$ cat src/rtl/cla_sub_pkg.sv
// Shared types and sizing helpers for the digit-serial lookahead subtractor.
package cla_sub_pkg;

  localparam int unsigned SLICE_W = 4;

  typedef enum logic [1:0] {
    IDLE = 2'd0,
    RUN  = 2'd1,
    DONE = 2'd2
  } cla_sub_state_t;

  function automatic int unsigned nslice(input int unsigned width);
    return width / SLICE_W;
  endfunction

endpackage

$ cat src/rtl/cls4.sv
// Combinational 4-bit carry-lookahead subtract slice: d = a - b - bin.
module cls4 (
  input  logic [3:0] a,
  input  logic [3:0] b,
  input  logic       bin,
  output logic [3:0] d,
  output logic       bout
);

  logic [3:0] bb;
  logic [3:0] g;
  logic [3:0] p;
  logic [4:0] c;

  // Subtraction as a + ~b + ~bin, so carry-in is the inverted borrow.
  assign bb = ~b;
  assign g  = a & bb;
  assign p  = a ^ bb;

  assign c[0] = ~bin;
  assign c[1] = g[0] | (p[0] & c[0]);
  assign c[2] = g[1] | (p[1] & g[0]) | (p[1] & p[0] & c[0]);
  assign c[3] = g[2] | (p[2] & g[1]) | (p[2] & p[1] & g[0])
              | (p[2] & p[1] & p[0] & c[0]);
  assign c[4] = g[3] | (p[3] & g[2]) | (p[3] & p[2] & g[1])
              | (p[3] & p[2] & p[1] & g[0])
              | (p[3] & p[2] & p[1] & p[0] & c[0]);

  assign d    = p ^ c[3:0];
  assign bout = ~c[4];

endmodule

$ cat src/rtl/cla_sub_serial.sv
// Digit-serial WIDTH-bit subtractor, four bits per cycle behind valid/ready.
// Optional signed-overflow flag enabled by defining CLA_SUB_OVF_EN.
module cla_sub_serial
  import cla_sub_pkg::*;
#(
  parameter int unsigned WIDTH = 32
) (
  input  logic             clk,
  input  logic             rst_n,
  input  logic             in_valid,
  output logic             in_ready,
  input  logic [WIDTH-1:0] a,
  input  logic [WIDTH-1:0] b,
  input  logic             b_in,
  output logic             out_valid,
  input  logic             out_ready,
  output logic [WIDTH-1:0] diff,
  output logic             b_out,
  output logic             ovf
);

  localparam int unsigned NSLICE = nslice(WIDTH);
  localparam int unsigned IDX_W  = (NSLICE > 1) ? $clog2(NSLICE) : 1;
  localparam logic [IDX_W-1:0] LAST_IDX = IDX_W'(NSLICE - 1);

  cla_sub_state_t   state_q;
  logic [WIDTH-1:0] a_q;
  logic [WIDTH-1:0] b_q;
  logic [WIDTH-1:0] diff_q;
  logic [IDX_W-1:0] idx_q;
  logic             borrow_q;
  logic             b_out_q;
  logic             in_ready_q;
  logic             out_valid_q;

  logic [SLICE_W-1:0] slice_d;
  logic               slice_bout;

  // Operands shift right each RUN cycle so the active slice is always the low nibble.
  cls4 u_slice (
    .a    (a_q[SLICE_W-1:0]),
    .b    (b_q[SLICE_W-1:0]),
    .bin  (borrow_q),
    .d    (slice_d),
    .bout (slice_bout)
  );

  always_ff @(posedge clk or negedge rst_n) begin
    if (!rst_n) begin
      state_q     <= IDLE;
      a_q         <= '0;
      b_q         <= '0;
      diff_q      <= '0;
      idx_q       <= '0;
      borrow_q    <= 1'b0;
      b_out_q     <= 1'b0;
      in_ready_q  <= 1'b1;
      out_valid_q <= 1'b0;
    end else begin
      case (state_q)
        IDLE: begin
          if (in_valid && in_ready_q) begin
            a_q        <= a;
            b_q        <= b;
            borrow_q   <= b_in;
            idx_q      <= '0;
            in_ready_q <= 1'b0;
            state_q    <= RUN;
          end
        end
        RUN: begin
          a_q      <= a_q >> SLICE_W;
          b_q      <= b_q >> SLICE_W;
          borrow_q <= slice_bout;
          // Result fills from the top so slice 0 lands in bits 3:0 after the last shift.
          diff_q   <= WIDTH'({slice_d, diff_q} >> SLICE_W);
          if (idx_q == LAST_IDX) begin
            idx_q       <= '0;
            b_out_q     <= slice_bout;
            out_valid_q <= 1'b1;
            state_q     <= DONE;
          end else begin
            idx_q <= idx_q + IDX_W'(1);
          end
        end
        DONE: begin
          if (out_ready) begin
            out_valid_q <= 1'b0;
            in_ready_q  <= 1'b1;
            state_q     <= IDLE;
          end
        end
        default: begin
          out_valid_q <= 1'b0;
          in_ready_q  <= 1'b1;
          state_q     <= IDLE;
        end
      endcase
    end
  end

`ifdef CLA_SUB_OVF_EN
  logic ovf_q;

  // At the last slice the low nibbles hold the operand MSBs and slice_d[3] is the result MSB.
  always_ff @(posedge clk or negedge rst_n) begin
    if (!rst_n) begin
      ovf_q <= 1'b0;
    end else if ((state_q == RUN) && (idx_q == LAST_IDX)) begin
      ovf_q <= (a_q[SLICE_W-1] ^ b_q[SLICE_W-1]) & (slice_d[SLICE_W-1] ^ a_q[SLICE_W-1]);
    end
  end

  assign ovf = ovf_q;
`else
  assign ovf = 1'b0;
`endif

  assign in_ready  = in_ready_q;
  assign out_valid = out_valid_q;
  assign diff      = diff_q;
  assign b_out     = b_out_q;

endmodule

$ cat config.mk
export PLATFORM = sky130hd
export DESIGN_NAME = cla_sub_serial
export DESIGN_NICKNAME = d
export VERILOG_FILES = /design/src/rtl/cla_sub_pkg.sv /design/src/rtl/cls4.sv /design/src/rtl/cla_sub_serial.sv
export SDC_FILE = /design/constraint.sdc
export NUM_CORES = 1
export LEC_CHECK = 0
export ABC_AREA = 1
export BUFFER_PORTS_ARGS = -buffer_cell sky130_fd_sc_hd__buf_2
export CAP_MARGIN = 20
export CORE_ASPECT_RATIO = 1.75
export CORE_MARGIN = 2
export CORE_UTILIZATION = 45
export CTS_CLUSTER_SIZE = 14
export DETAILED_ROUTE_END_ITERATION = 12
export PLACE_DENSITY = 0.68
export SLEW_MARGIN = 20
export SYNTH_ARGS = -nofsm -noshare
export SYNTH_HDL_FRONTEND = slang
export SYNTH_SLANG_ARGS = --single-unit
$ cat constraint.sdc
create_clock -name clk -period 4 [get_ports clk]
set_input_delay 0.6 -clock clk [delete_from_list [all_inputs] [get_ports clk]]
set_output_delay 0.6 -clock clk [all_outputs]
set_load 0.005 [all_outputs]
Yosys cells after proc, flatten, opt, wreduce, memory -nomap -nowiden
Index checks and enable logic that the tools add are counted.
{"block": "word_totals", "register_bits": 105, "latch_bits": 0, "ram_bits": 0, "romBits": 0, "in_bits": 69, "out_inout_bits": 36, "word_cells": 77, "memories": 0}
{"block": "classes", "add_sub_neg": 1, "mul": 0, "div_mod_pow": 0, "order_cmp": 0, "n_eq_ne": 6, "shift": 0, "mux": 19, "bitwise_logic": 34, "n_reduce_logical": 8}
{"op": "case mux 32 bit (2 select lines)", "count": 2}
{"op": "two-way mux 32 bit", "count": 2}
{"op": "AND 1 bit", "count": 16}
{"op": "bitwise OR 1 bit", "count": 10}
{"op": "AND reduction 3 bit", "count": 3}
{"op": "XOR 4 bit", "count": 2}
{"op": "two-way mux 2 bit", "count": 3}
{"op": "two-way mux 3 bit", "count": 2}
{"op": "inequality test 2 bit, second input constant", "count": 3}
{"op": "case mux 1 bit (3 select lines)", "count": 2}
{"op": "case mux 2 bit (3 select lines)", "count": 1}
{"op": "case mux 3 bit (2 select lines)", "count": 1}
{"op": "two-way mux 1 bit", "count": 5}
{"op": "AND 4 bit", "count": 1}
{"op": "inverter 1 bit", "count": 4}
{"op": "inverter 4 bit", "count": 1}
{"op": "AND reduction 2 bit", "count": 2}
{"op": "adder 3 x 1 -> 3 bit, second input constant", "count": 1}
{"op": "== test 3 bit, second input constant", "count": 1}
{"op": "== test 2 x 1 -> 1 bit, second input constant", "count": 1}
{"op": "== test 2 bit, second input constant", "count": 1}
{"op": "zero test 2 bit", "count": 1}
{"op": "case mux 1 bit (2 select lines)", "count": 1}
{"op": "nonzero test 2 bit", "count": 1}
{"op": "logical AND 1 bit", "count": 1}

Depth between registers and ports, before layout
{"block": "depth", "ltp_word": 9, "depth_mapped": 9, "mapped_depth_nobuf": 9}

Cells and area by module
A second synthesis with hierarchy kept.
{"block": "unflattened", "hier_cells": 662, "hier_area_um2": 5007.3}
{"module": "cla_sub_serial", "instances": 1, "cells_per_inst": 621, "area_each_um2": 4778.3, "seq_area_each_um2": 2628.8}
{"module": "cls4", "instances": 1, "cells_per_inst": 41, "area_each_um2": 229.0, "seq_area_each_um2": 0.0}

Least setup slack after synthesis
Ideal clock, no wire load.
{"block": "synth_timing", "kind": "in2reg", "from": "input port in_valid", "to": "register a_q[10]", "setup_ps": 130, "t_arrival_ps": 1351, "t_required_ps": 3870, "slack_ps": 2519, "path_stages": 6, "n_path_buf": 1, "cell_sequence": "nand2_1 nor2_1 nor2_2 inv_2 clkbuf_1 o21ai_1"}
{"block": "synth_via", "elab_chain_len": 3}
{"element": "from (decl)", "line_no": "cla_sub_serial.sv:10", "source": "input logic in_valid,"}
{"element": "logical AND 1 bit", "line_no": "cla_sub_serial.sv:62", "source": "if (in_valid && in_ready_q) begin"}
{"element": "inequality test 2 bit (no source line)"}
{"element": "AND reduction 2 bit (no source line)"}
{"element": "to (signal assigned)", "line_no": "cla_sub_serial.sv:72", "source": "a_q <= a_q >> SLICE_W;"}
{"element": "to (decl)", "line_no": "cla_sub_serial.sv:27", "source": "logic [WIDTH-1:0] a_q;"}
Every way passes these cells.
A chain may end at the register's enable or synchronous reset.

Worst setup path in the final report
{"block": "layout_timing", "from": "register in_ready_q, in the netlist in_ready", "to": "register b_q[12]"}
{"block": "layout_via", "elab_chain_len": 3}
{"element": "from (decl)", "line_no": "cla_sub_serial.sv:33", "source": "logic in_ready_q;"}
{"element": "from (signal assigned)", "line_no": "cla_sub_serial.sv:57", "source": "in_ready_q <= 1'b1;"}
{"element": "from (signal assigned)", "line_no": "cla_sub_serial.sv:67", "source": "in_ready_q <= 1'b0;"}
{"element": "from (signal assigned)", "line_no": "cla_sub_serial.sv:89", "source": "in_ready_q <= 1'b1;"}
{"element": "logical AND 1 bit", "line_no": "cla_sub_serial.sv:62"}
{"element": "inequality test 2 bit (no source line)"}
{"element": "AND reduction 2 bit (no source line)"}
{"element": "to (signal assigned)", "line_no": "cla_sub_serial.sv:73", "source": "b_q <= b_q >> SLICE_W;"}
{"element": "to (decl)", "line_no": "cla_sub_serial.sv:28", "source": "logic [WIDTH-1:0] b_q;"}
Every way passes these cells.

==> impl_metrics.tcl <==
set metrics [dict create \
    rsz0062_at_grt "false" \
    critPathMaxFanout 67 \
    instances_no_fill 802 \
    synth_nets 657 \
    routedWlPerCell_um 13.4 \
    path_class "flip-flop to flip-flop" \
    antenna_found_initial 1 \
    drcViolationCount 0 \
    top_usage_layer "met2" \
    grt_pass1_wl_um 17400 \
    postRouteAntennaNets 0 \
    cts_tree "done" \
    dr.pass1.iters 6 \
    cp-start-kind "flip-flop" \
    maxCapViolations 0 \
    area_growth_pct 18.8 \
    synthesis.area_mm2 0.00475 \
    met1_usage 0.244 \
    n_fill_cell 982 \
    yosysSeqAreaShare 0.553 \
    ir_drop_v 0.000390 \
    portBuffers 103 \
    dp_hpwl_um 7440 \
    fin_tns_setup_ns 0 \
    dp_cells 786 \
    yosys_warnings 0 \
    grt_use_met2 0.334 \
    critPathArrivalTime_ns 2.10 \
    rows 49 \
    max_freq_ghz 0.526 \
    die_w_um 81.7 \
    cts_buffers 9 \
    final_util 0.548 \
    ios 105 \
    clock_latency_ns 0.34 \
    layout_common_cells "nand2_1 (183), dfrtp_1 (104), buf_2 (102)" \
    cp-end-kind "flip-flop" \
    wl_um 10700 \
    max-slew-margin-rel 0.445 \
    vias 3929 \
    p_leak_nw 2.92 \
    p_per_area_mw_per_mm2 828 \
    fin_worst_skew_ns 0.00685 \
    ctsLongestPathBuffers 2 \
    htreeDepth 3 \
    min_period_ns 1.90 \
    nets 746 \
    initial_core_util 0.462 \
    coreArea_mm2 0.0103 \
    cts.sinks 105 \
    cts-root-buf "clkbuf_16" \
    hp-class "primary input to asynchronous set/reset pin" \
    grt.overflow.total 0 \
    synth_cell_types 27 \
    drive_gt1_frac 0.194 \
    cts_hold_buf 0 \
    worstMarginPinSlew_ns 0.832 \
    netlist_instances 581 \
    cp.required_ns 4.20 \
    syn_area_per_cell_um2 8.18 \
    path_clk_slew_ns 0.07 \
    outcome "completed" \
    fin_crit_sh 0.476 \
    grt_max_degree 130 \
    grt_usage 0.197 \
    place.gp.congestion 0.779 \
    grt_pass1_vias 3746 \
    final_common_cell "nand2_1" \
    viasPerCell 4.90 \
    num_antenna_cells 0 \
    setup-violations-final 0 \
    die_area_mm2 0.0114 \
    drt_iter0_drc 202 \
    ys_seq_elements 105 \
    finalHoldViolCount 0 \
    die_h_um 140 \
    cts-resized-gates 0 \
    grtUsageMet3 0.0387 \
    drv_slew 0 \
    cts_setup_buffers 0 \
]
==> state kept, by name, indices dropped and copies added (netlist names) <==
| register | flops |
|---|---|
| b_out | 1 |
| out_valid | 1 |
| a_q | 32 |
| in_ready | 1 |
| state_q | 2 |
| idx_q | 3 |
| b_q | 32 |
| borrow_q | 1 |
| diff | 32 |
==> where the power goes <==
part | internal, mW | total, mW | leakage [nW] | switching, mW
registers | 1.53 | 1.74 | 1.33 | 0.209
logic | 0.679 | 1.97 | 1.43 | 1.29
clock network | 0.583 | 0.962 | 0.155 | 0.379
==> Yosys cell counts, drive strengths merged <==
cell      n  area share
nor2     22       0.019
conb      1     0.00079
clkinv    1     0.00079
dfrtp   104        0.55
o21ai   130        0.14
buf      18       0.024
xor2      1      0.0018
nand2   184        0.15
nor3      2      0.0021
clkbuf   13       0.010
a21oi     3      0.0032
nand3     7      0.0074
o22ai     4      0.0053
inv      79       0.062
o211ai    1      0.0016
fa        1      0.0042
nand4     1      0.0013
a22o      2      0.0037
dfstp     1      0.0055
ha        6       0.016
==> worst max-delay path: stages, from the launching register on <==
cell and delay [ns]:
dfstp_2 0.54, nand2_1 0.05, nor2_1 0.21, nor2_2 0.17, inv_2 0.11, buf_4 0.49
o21ai_0 0.16
==> cell type report <==
class	count	area (um^2)	share of cell area
clock inverter	4	75.1	0.0133
multi-input combinational	365	1660	0.294
clock buffer	12	256	0.0454
inverter	80	305	0.0541
timing repair buffer	109	563	0.0997
tap	127	159	0.0281
sequential	105	2630	0.465
==> path summary, 6_finish.rpt <==
check	start	endpoint	slack, ns	depth (start not counted)
setup / recovery	in_ready	b_q[12]	2.10	6
hold / removal	rst_n	out_valid	0.27	1
setup reg to reg	in_ready	b_q[12]	2.10	6
hold reg to reg	in_ready	in_ready	0.47	2
max in group asynchronous	rst_n	diff[8]	2.89	2
min in group clk	b[29]	b_q[29]	0.47	3
==> metrics by stage <==
step	cell area (um^2)	worst slack (ns)	hold WS (ns)	total power, mW
after floorplan	4750	2.52	0.304	3.22
after global placement	5310	2.03	0.452	3.67
after detailed placement	5310	1.92	0.463	3.75
after CTS	5650	2.00	0.292	4.73
after global routing	5650	1.91	0.315	5.13
final	5650	2.10	0.270	4.67
==> cell families after synthesis <==
logic type,count (synthesis),synth area share
AND/OR/NAND/NOR,216,0.176
AO/OA/AOI/OAI,140,0.151
buffers and inverters,111,0.0979
flip-flops,105,0.553
adder cells (fa/ha/maj),7,0.0200
XOR/XNOR,1,0.00184
other,1,0.000789
==> metal layers <==
metal | vias to the layer above | part of all wire
met1 | 1817 | 0.42
met5 | - | 0
li1 | 2001 | -
met2 | 92 | 0.52
met4 | 0 | 0.026
met3 | 19 | 0.040
(Power assumes the default switching activity.)
